--- src/rtl/decode_stage_if.sv ---
// decode_stage_if: fetch/writeback inputs and execute-stage outputs of the decode stage.
interface decode_stage_if #(
    parameter int DATA_WIDTH = 32
);
    logic [31:0]           InstrD;
    logic [31:0]           PCD;
    logic [31:0]           PCPlus4D;
    logic                  RegWriteW;
    logic [4:0]            RdW;
    logic [DATA_WIDTH-1:0] ResultW;
    logic                  FlushE;
    logic [4:0]            Rs1D;
    logic [4:0]            Rs2D;
    logic                  RegWriteE;
    logic                  MemWriteE;
    logic                  JumpE;
    logic                  BranchE;
    logic                  BranchNeE;
    logic                  ALUSrcE;
    logic                  JalrE;
    logic [1:0]            ResultSrcE;
    logic [2:0]            ALUControlE;
    logic [DATA_WIDTH-1:0] RD1E;
    logic [DATA_WIDTH-1:0] RD2E;
    logic [DATA_WIDTH-1:0] ImmExtE;
    logic [31:0]           PCE;
    logic [31:0]           PCPlus4E;
    logic [4:0]            Rs1E;
    logic [4:0]            Rs2E;
    logic [4:0]            RdE;
    logic [DATA_WIDTH-1:0] a0;

    modport master (
        output InstrD, PCD, PCPlus4D, RegWriteW, RdW, ResultW, FlushE,
        input  Rs1D, Rs2D, RegWriteE, MemWriteE, JumpE, BranchE, BranchNeE, ALUSrcE, JalrE,
               ResultSrcE, ALUControlE, RD1E, RD2E, ImmExtE, PCE, PCPlus4E, Rs1E, Rs2E, RdE, a0
    );

    modport slave (
        input  InstrD, PCD, PCPlus4D, RegWriteW, RdW, ResultW, FlushE,
        output Rs1D, Rs2D, RegWriteE, MemWriteE, JumpE, BranchE, BranchNeE, ALUSrcE, JalrE,
               ResultSrcE, ALUControlE, RD1E, RD2E, ImmExtE, PCE, PCPlus4E, Rs1E, Rs2E, RdE, a0
    );
endinterface

--- src/rtl/decode_stage.sv ---
// decode_stage: RV32I decode, register file with write-before-read bypass,
// and the decode/execute pipeline register with flush.
module decode_stage #(
    parameter int DATA_WIDTH = 32,
    parameter int REG_COUNT  = 32
) (
    input logic           clk,
    input logic           rst,
    decode_stage_if.slave bus
);
    typedef struct packed {
        logic       reg_write;
        logic       mem_write;
        logic       jump;
        logic       branch;
        logic       branch_ne;
        logic       alu_src;
        logic       jalr;
        logic [1:0] result_src;
        logic [2:0] alu_control;
    } ctrl_t;

    ctrl_t                 ctrl;
    logic [DATA_WIDTH-1:0] rf [REG_COUNT];
    logic [DATA_WIDTH-1:0] imm, imm_i, imm_s, imm_b, imm_j, imm_u, rd1, rd2;
    logic [31:0]           instr;
    logic [6:0]            opcode;
    logic [2:0]            funct3, alu_f3;
    logic [4:0]            rs1, rs2, rd;
    logic                  wen;

    assign instr  = bus.InstrD;
    assign opcode = instr[6:0];
    assign funct3 = instr[14:12];
    assign rd     = instr[11:7];
    assign rs1    = instr[19:15];
    assign rs2    = instr[24:20];
    assign bus.Rs1D = rs1;
    assign bus.Rs2D = rs2;

    assign alu_f3 = funct3 == 3'b111 ? 3'b010 :
                    funct3 == 3'b110 ? 3'b011 :
                    funct3 == 3'b010 ? 3'b101 : 3'b000;

    assign imm_i = DATA_WIDTH'($signed(instr[31:20]));
    assign imm_s = DATA_WIDTH'($signed({instr[31:25], instr[11:7]}));
    assign imm_b = DATA_WIDTH'($signed({instr[31], instr[7], instr[30:25], instr[11:8], 1'b0}));
    assign imm_j = DATA_WIDTH'($signed({instr[31], instr[19:12], instr[20], instr[30:21], 1'b0}));
    assign imm_u = DATA_WIDTH'($signed({instr[31:12], 12'b0}));

    always_comb begin
        ctrl = '0;
        imm  = imm_i;
        case (opcode)
            7'b0000011: begin
                ctrl.reg_write  = 1'b1;
                ctrl.alu_src    = 1'b1;
                ctrl.result_src = 2'b01;
            end
            7'b0100011: begin
                ctrl.mem_write = 1'b1;
                ctrl.alu_src   = 1'b1;
                imm            = imm_s;
            end
            7'b0110011: begin
                ctrl.reg_write   = 1'b1;
                ctrl.alu_control = (funct3 == 3'b000 && instr[30]) ? 3'b001 : alu_f3;
            end
            7'b0010011: begin
                ctrl.reg_write   = 1'b1;
                ctrl.alu_src     = 1'b1;
                ctrl.alu_control = alu_f3;
            end
            7'b1100011: begin
                // only beq/bne exist; every other funct3 falls through as a NOP
                ctrl.branch      = funct3[2:1] == 2'b00;
                ctrl.branch_ne   = funct3[2:1] == 2'b00 && funct3[0];
                ctrl.alu_control = funct3[2:1] == 2'b00 ? 3'b001 : 3'b000;
                imm              = imm_b;
            end
            7'b1101111: begin
                ctrl.reg_write  = 1'b1;
                ctrl.jump       = 1'b1;
                ctrl.result_src = 2'b10;
                imm             = imm_j;
            end
            7'b1100111: begin
                ctrl.reg_write  = 1'b1;
                ctrl.jump       = 1'b1;
                ctrl.jalr       = 1'b1;
                ctrl.alu_src    = 1'b1;
                ctrl.result_src = 2'b10;
            end
            7'b0110111: begin
                ctrl.reg_write  = 1'b1;
                ctrl.result_src = 2'b11;
                imm             = imm_u;
            end
            default: ;
        endcase
    end

    assign wen    = bus.RegWriteW && bus.RdW != 5'd0;
    assign rd1    = rs1 == 5'd0 ? '0 : (wen && bus.RdW == rs1) ? bus.ResultW : rf[rs1];
    assign rd2    = rs2 == 5'd0 ? '0 : (wen && bus.RdW == rs2) ? bus.ResultW : rf[rs2];
    assign bus.a0 = rf[10];

    always_ff @(posedge clk) begin
        if (!rst) begin
            for (int k = 0; k < REG_COUNT; k++) rf[k] <= '0;
        end else if (wen) begin
            rf[bus.RdW] <= bus.ResultW;
        end
    end

    // reset and flush both turn the execute stage into a bubble
    always_ff @(posedge clk) begin
        {bus.RegWriteE, bus.MemWriteE, bus.JumpE, bus.BranchE, bus.BranchNeE, bus.ALUSrcE,
         bus.JalrE, bus.ResultSrcE, bus.ALUControlE, bus.RD1E, bus.RD2E, bus.ImmExtE,
         bus.PCE, bus.PCPlus4E, bus.Rs1E, bus.Rs2E, bus.RdE} <= (!rst || bus.FlushE) ? '0 :
            {ctrl, rd1, rd2, imm, bus.PCD, bus.PCPlus4D, rs1, rs2, rd};
    end
endmodule
--- src/flat_wrapper.sv ---
// flat-port wrapper written by rule: the top's interface ports become plain ports
module decode_stage_flat 
#(
    parameter int DATA_WIDTH = 32,
    parameter int REG_COUNT  = 32
)
  (clk, rst, bus_InstrD, bus_PCD, bus_PCPlus4D, bus_RegWriteW, bus_RdW, bus_ResultW, bus_FlushE, bus_Rs1D, bus_Rs2D, bus_RegWriteE, bus_MemWriteE, bus_JumpE, bus_BranchE, bus_BranchNeE, bus_ALUSrcE, bus_JalrE, bus_ResultSrcE, bus_ALUControlE, bus_RD1E, bus_RD2E, bus_ImmExtE, bus_PCE, bus_PCPlus4E, bus_Rs1E, bus_Rs2E, bus_RdE, bus_a0);
  decode_stage_if #(.DATA_WIDTH(DATA_WIDTH)) bus_i ();
  input logic clk;
  input logic rst;
  input wire logic [$bits(bus_i.InstrD)-1:0] bus_InstrD;
  input wire logic [$bits(bus_i.PCD)-1:0] bus_PCD;
  input wire logic [$bits(bus_i.PCPlus4D)-1:0] bus_PCPlus4D;
  input wire logic [$bits(bus_i.RegWriteW)-1:0] bus_RegWriteW;
  input wire logic [$bits(bus_i.RdW)-1:0] bus_RdW;
  input wire logic [$bits(bus_i.ResultW)-1:0] bus_ResultW;
  input wire logic [$bits(bus_i.FlushE)-1:0] bus_FlushE;
  output wire logic [$bits(bus_i.Rs1D)-1:0] bus_Rs1D;
  output wire logic [$bits(bus_i.Rs2D)-1:0] bus_Rs2D;
  output wire logic [$bits(bus_i.RegWriteE)-1:0] bus_RegWriteE;
  output wire logic [$bits(bus_i.MemWriteE)-1:0] bus_MemWriteE;
  output wire logic [$bits(bus_i.JumpE)-1:0] bus_JumpE;
  output wire logic [$bits(bus_i.BranchE)-1:0] bus_BranchE;
  output wire logic [$bits(bus_i.BranchNeE)-1:0] bus_BranchNeE;
  output wire logic [$bits(bus_i.ALUSrcE)-1:0] bus_ALUSrcE;
  output wire logic [$bits(bus_i.JalrE)-1:0] bus_JalrE;
  output wire logic [$bits(bus_i.ResultSrcE)-1:0] bus_ResultSrcE;
  output wire logic [$bits(bus_i.ALUControlE)-1:0] bus_ALUControlE;
  output wire logic [$bits(bus_i.RD1E)-1:0] bus_RD1E;
  output wire logic [$bits(bus_i.RD2E)-1:0] bus_RD2E;
  output wire logic [$bits(bus_i.ImmExtE)-1:0] bus_ImmExtE;
  output wire logic [$bits(bus_i.PCE)-1:0] bus_PCE;
  output wire logic [$bits(bus_i.PCPlus4E)-1:0] bus_PCPlus4E;
  output wire logic [$bits(bus_i.Rs1E)-1:0] bus_Rs1E;
  output wire logic [$bits(bus_i.Rs2E)-1:0] bus_Rs2E;
  output wire logic [$bits(bus_i.RdE)-1:0] bus_RdE;
  output wire logic [$bits(bus_i.a0)-1:0] bus_a0;
  assign bus_i.InstrD = bus_InstrD;
  assign bus_i.PCD = bus_PCD;
  assign bus_i.PCPlus4D = bus_PCPlus4D;
  assign bus_i.RegWriteW = bus_RegWriteW;
  assign bus_i.RdW = bus_RdW;
  assign bus_i.ResultW = bus_ResultW;
  assign bus_i.FlushE = bus_FlushE;
  assign bus_Rs1D = bus_i.Rs1D;
  assign bus_Rs2D = bus_i.Rs2D;
  assign bus_RegWriteE = bus_i.RegWriteE;
  assign bus_MemWriteE = bus_i.MemWriteE;
  assign bus_JumpE = bus_i.JumpE;
  assign bus_BranchE = bus_i.BranchE;
  assign bus_BranchNeE = bus_i.BranchNeE;
  assign bus_ALUSrcE = bus_i.ALUSrcE;
  assign bus_JalrE = bus_i.JalrE;
  assign bus_ResultSrcE = bus_i.ResultSrcE;
  assign bus_ALUControlE = bus_i.ALUControlE;
  assign bus_RD1E = bus_i.RD1E;
  assign bus_RD2E = bus_i.RD2E;
  assign bus_ImmExtE = bus_i.ImmExtE;
  assign bus_PCE = bus_i.PCE;
  assign bus_PCPlus4E = bus_i.PCPlus4E;
  assign bus_Rs1E = bus_i.Rs1E;
  assign bus_Rs2E = bus_i.Rs2E;
  assign bus_RdE = bus_i.RdE;
  assign bus_a0 = bus_i.a0;
  decode_stage #(.DATA_WIDTH(DATA_WIDTH), .REG_COUNT(REG_COUNT)) u_core (.clk(clk), .rst(rst), .bus(bus_i));
endmodule
--- config.mk ---
export PLATFORM = sky130hd
export DESIGN_NAME = decode_stage_flat
export DESIGN_NICKNAME = d
export VERILOG_FILES = /design/src/rtl/decode_stage_if.sv /design/src/rtl/decode_stage.sv /design/src/flat_wrapper.sv
export SDC_FILE = /design/constraint.sdc
export NUM_CORES = 2
export LEC_CHECK = 0
export CORE_ASPECT_RATIO = 1.1
export CORE_MARGIN = 8
export CORE_UTILIZATION = 55
export CTS_BUF_LIST = sky130_fd_sc_hd__clkbuf_4 sky130_fd_sc_hd__clkbuf_8
export CTS_CLUSTER_DIAMETER = 150
export DETAILED_ROUTE_END_ITERATION = 10
export PLACE_DENSITY = 0.71
export SLEW_MARGIN = 20
export SYNTH_ARGS = -nofsm -noshare
export SYNTH_HDL_FRONTEND = slang
export SYNTH_SLANG_ARGS = --single-unit
--- constraint.sdc ---
create_clock -name clk -period 10.2 [get_ports clk]
set_clock_uncertainty 0.2 [all_clocks]
set_input_delay 2.04 -clock clk [delete_from_list [all_inputs] [get_ports clk]]
set_output_delay 2.04 -clock clk [all_outputs]
set_load 0.01 [all_outputs]
# Word level (Yosys, flattened, before mapping)
# Memories as Yosys holds them, arrays and structs flattened. A register that Yosys moved wholly into a read port is not among the register bits.
# Index checks and enable logic that the tools add are counted.
[classes] bitwise_logic=1 n_eq_ne=11 mux=20 reduce_logical=17
[op_table] op="31-bit one-hot mux with 4 select lines" count=1
[op_table] op="32-bit 2-to-1 mux" count=1
[op_table] op="32-bit OR reduction" count=1
[op_table] op="7-bit by 6-bit equality test with 1-bit output, second input constant" count=3
[op_table] op="7-bit equality test, second input constant" count=3
[op_table] op="3-bit 2-to-1 mux" count=4
[op_table] op="1-bit 2-to-1 mux" count=11
[op_table] op="5-bit logical NOT" count=2
[op_table] op="3-bit one-hot mux with 3 select lines" count=1
[op_table] op="2-bit OR reduction" count=4
[op_table] op="7-bit by 2-bit equality test with 1-bit output, second input constant" count=1
[op_table] op="7-bit by 5-bit equality test with 1-bit output, second input constant" count=1
[op_table] op="3-bit equality test, second input constant" count=2
[op_table] op="2-bit one-hot mux with 3 select lines" count=1
[op_table] op="6-bit OR reduction" count=1
[op_table] op="5-bit 2-to-1 mux" count=1
[op_table] op="5-bit nonzero test" count=1
[op_table] op="4-bit OR reduction" count=1
[op_table] op="3-bit by 2-bit equality test with 1-bit output, second input constant" count=1
[op_table] op="1-bit logical AND" count=3
[op_table] op="3-bit logical NOT" count=1
[op_table] op="2-bit logical NOT" count=1
[op_table] op="1-bit logical NOT" count=1
[op_table] op="1-bit logical OR" count=1
[op_table] op="1-bit NOT" count=1
[totals] ramBits=1024 output_inout_bits=229 memories=1 regBits=123 in_bits=137
[mem_list] name="u_core.rf" depth=32 word_bits=32 rd=3 rd_clocked_by_memory_dff=2 write_ports=32 line="decode_stage.sv:24" rtl="logic [DATA_WIDTH-1:0] rf [REG_COUNT];"

# Logic depth before layout (Yosys ltp)
[depth] depth_word=7 depth_mapped=8

# Least setup slack after synthesis
# No wires, ideal clock.
[synth_timing] kind="in2reg" from="input rst" to="memory u_core.rf[24][0], enable pin" path_stages=6 slack_ns=4.336 t_arrival_ns=5.198 setup_ns=0.466 path_cell_list="clkbuf_1 > nand2_1 > nor2_1 > nand3b_1 > clkbuf_1 > o21ai_0"
[synth_rtl] element="start, declared" line="flat_wrapper.sv:10" rtl="input logic rst;"
[synth_rtl] element="end, declared" line="decode_stage.sv:24"

# Worst setup path in the final report
[layout_timing] from="input bus_InstrD[23]" to="output bus_Rs2D[3]"
[layout_rtl] element="start, declared" line="flat_wrapper.sv:11" rtl="input wire logic [$bits(bus_i.InstrD)-1:0] bus_InstrD;"
[layout_rtl] element="end, declared" line="flat_wrapper.sv:19" rtl="output wire logic [$bits(bus_i.Rs2D)-1:0] bus_Rs2D;"
# No word-level cell between the ends.

==> qor.txt <==
Top Family by Delay on Critical Path -> buffers and inverters
routed wl met3 -> 25400 µm
sequential share of power -> 0.507
die area -> 119000 µm²
maximum vdd drop -> 0.000127 V
Final min period -> 5.68 ns
Hold Path Cell Cnt -> 4
DR DRC count -> 0
GRT Util Overall -> 0.338
FF-to-FF Start -> u_core.rf[26][12]
Post-Synthesis Cell Area -> 59600 µm²
Starting DRT DRC Count -> 5724
# setup viols final -> 0
status -> complete, no violations
DIE HEIGHT -> 361 µm
Std-Cell Rows -> 126
M1 WL -> 71500 µm
CTS root buffer -> clkbuf_8
final net count -> 4576
top sig layer -> met5
Area contributors post-synth -> edfxtp_1, mux4_2, and2_1, dfxtp_1, mux2i_1
reg2reg setup slack -> 7.88 ns
starting density of the core -> 0.555
CP Launch Type -> input pin
CP max-delay cell -> clkdlybuf4s50_1
Crit path largest cell delay -> 0.76 ns
Multi-input gate area -> 24000 µm²
hpwl dp -> 118000 µm
RSZ-0062 raised after global routing -> no
period utilization -> 0.557
crit-path max FO -> 4
Post-synth ARST share -> 0
Main synth FF type -> edfxtp_1
R2R depth -> 5
clk slew on worst S/H paths -> 0.06 ns
Netlist cell types -> 43
Psw -> 2.91 mW
clock network power share -> 0.378
Area growth syn-to-layout -> 15.6%
DR WL met2 -> 93500 µm
Synth Warn # -> 0
routed vias/inst -> 6.74
combinational share of power -> 0.115
first-pass GRT wire length -> 288000 µm
total congestion overflow -> 0
CP required -> 7.96 ns
CTS tree -> built
Max Cap Viol -> 0
final hold vios -> 0
IO buf count -> 365
register area share after synthesis -> 0.579
Peak Freq -> 176 MHz
First-pass DRT Iterations -> 6
wire per inst -> 34.1 µm
syn_area_per_cell -> 14.3 µm²
Die Wd -> 330 µm
hold_buf cts -> 0
Worst Path Buf+Inv -> 2
Least-Margin Pin Slew -> 1.24 ns
Clock Latency Late Sink -> 0.90 ns
most frequent CP cell -> clkdlybuf4s50_1
largest net degree at the start of global routing -> 109
Setup Fix Bufs, Post-CTS -> 0
Worst R2R End -> u_core.bus.RD1E[12]
FF+latch area -> 34500 µm²
WHS Endpoint -> u_core.bus.RD1E[20]
vias in the first global route -> 40700
max-slew violations -> 0
CP arrival -> 3.44 ns
initial antenna violation count -> 21
worst slack, placed -> 4.33 ns
# clock sinks -> 1211
post-layout worst setup margin -> 4.52 ns
critical path class -> in -> out
P per Cell Area -> 166 nW/µm²
post-synthesis register bit count -> 1211
Hold Startpoint -> u_core.rf[3][20]
Filler cells -> 7778
remaining antenna violation count -> 0
internal power -> 8.51 mW
Crit. End Element -> output port
# H-tree levels -> 4
routability cong. -> 0.935
number of synthesized flops with an enable pin -> 1024
Max Buffers Root-to-Sink -> 3
synthesized instance count -> 4161
Sw Share -> 0.255
top-area cell type share of the netlist area -> 0.516
largest area contributor in the netlist -> edfxtp_1
TritonCTS buffer count -> 196
I/O pin cnt -> 366
Hold Path Class -> reg -> reg
crit path cell chain -> clkdlybuf4s50_1, clkdlybuf4s50_1
core footprint -> 107000 µm²
Routed WL -> 205000 µm
vias -> 40500
post-CTS sizing -> 0
Slew HR -> 0.171
share of cells above drive strength 1 -> 0.206
setup TNS -> 0 ns
P_leak -> 24.8 nW
[worst register-to-register path: cells and delay by family (launching register included)]
kind / cells / cell delay, ns
AO/OA/AOI/OAI: 4 / 1.63
multiplexers: 1 / 0.08
flip-flops: 1 / 0.36
[state kept, by name (all words and copies together), names as in the netlist]
signal / cells
u_core.bus.ALUControlE: 3
u_core.bus.ALUSrcE: 1
u_core.bus.BranchE: 1
u_core.bus.BranchNeE: 1
u_core.bus.ImmExtE: 32
u_core.bus.JalrE: 1
u_core.bus.JumpE: 1
u_core.bus.MemWriteE: 1
u_core.bus.PCE: 32
u_core.bus.PCPlus4E: 32
u_core.bus.RD1E: 32
u_core.bus.RD2E: 32
u_core.bus.RdE: 5
u_core.bus.RegWriteE: 1
u_core.bus.ResultSrcE: 2
u_core.bus.Rs1E: 5
u_core.bus.Rs2E: 5
u_core.rf: 1024
[cells by family (layout without fill, tap and decap cells)]
kind of cell / after synthesis / count (layout) / synth area share
other: 1 / 37 / 0.0000629
muxes: 640 / 640 / 0.188
AOI/OAI and AO/OA: 646 / 646 / 0.0781
and+or+nand+nor: 1201 / 1201 / 0.123
DFF: 1211 / 1211 / 0.579
buffers and inverters: 452 / 865 / 0.0305
xor gates and xnor gates: 10 / 10 / 0.00147
[power groups by stage]
| stage | registers [mW] | clock network, mW | logic (mW) |
|---|---|---|---|
| after floorplan | 5.85 | 0 | 0.740 |
| after global placement | 5.87 | 0 | 1.28 |
| after detailed placement | 5.88 | 0 | 1.29 |
| after CTS | 5.78 | 4.34 | 1.30 |
| after global routing | 5.81 | 4.54 | 1.36 |
| final | 5.79 | 4.32 | 1.32 |
[worst max-delay path by stage]
stage,startpoint,end,cells after the start,slack (ns)
floorplan,rst,u_core.rf[24][0],6,4.34
global placement,bus_InstrD[20],u_core.bus.RD2E[29],8,4.24
detailed placement,bus_InstrD[20],u_core.bus.RD2E[13],7,4.33
CTS,bus_InstrD[18],bus_Rs1D[3],2,4.55
global route,bus_InstrD[18],bus_Rs1D[3],2,4.48
finish,bus_InstrD[23],bus_Rs2D[3],2,4.52
[Yosys cell counts, drive strengths merged, types with 2 or more instances]
cell type and n:
and2 1068, edfxtp 1024, mux4 384, clkbuf 350, mux2i 256, a22oi 192, dfxtp 187, a21oi 139
a221oi 128, buf 91, o21bai 65, a211o 64, nor2 47, o21ai 44, nand2 38, xnor2 10
inv 9, o31ai 7, and3 6, nand3 6, nor4 6, nor2b 5, nor3 5, nand3b 4
or3 4, a31oi 2, clkinv 2, nand2b 2, nand4b 2, or3b 2, or4 2
[cell usage in the layout (no fill, tap or decap), types with 9 or more instances in the layout]
master	instances
xnor2_1	10
a21oi_1	139
mux4_2	384
a22oi_1	192
clkinv_2	25
clkbuf_4	71
a221oi_1	128
conb_1	32
o21ai_4	31
clkinv_1	33
mux2i_1	256
nor2_1	9
nand2_1	38
clkbuf_8	225
clkdlybuf4s50_1	344
buf_4	121
dfxtp_1	187
and2_1	1067
nor2_2	30
o21ai_0	13
o21bai_1	65
edfxtp_1	1024
a211o_1	64
buf_2	16
[stage by stage]
stage | cells | utilization | hold WS, ns | area, µm² | total power, mW
5_1_grt | 6014 | 0.642 | 0.709 | 68900 | 11.7
3_3_place_gp | 5648 | 0.605 | 0.657 | 64900 | 7.15
3_5_place_dp | 5648 | 0.604 | 0.662 | 64900 | 7.17
2_1_floorplan | 4192 | - | 0.616 | 59700 | 6.59
6_report | 6018 | 0.642 | 0.674 | 68900 | 11.4
4_1_cts | 6012 | 0.642 | 0.669 | 68900 | 11.4
[routing by layer]
| layer | up-vias | GRT usage |
|---|---|---|
| li1 | 16500 | - |
| met1 | 20200 | 0.420 |
| met2 | 3178 | 0.525 |
| met3 | 716 | 0.0931 |
| met4 | 10 | 0.207 |
| met5 | - | 0 |
[area by class of cell]
type,count,area share
sequential,1211,0.501
antenna,5,0.000182
tap,1408,0.0256
timing repair buffer,490,0.0667
multi-input combinational,2529,0.348
clock buffer,296,0.0527
inverter,11,0.000599
clock inverter,68,0.00556
Power figures use the tool's default switching activity.
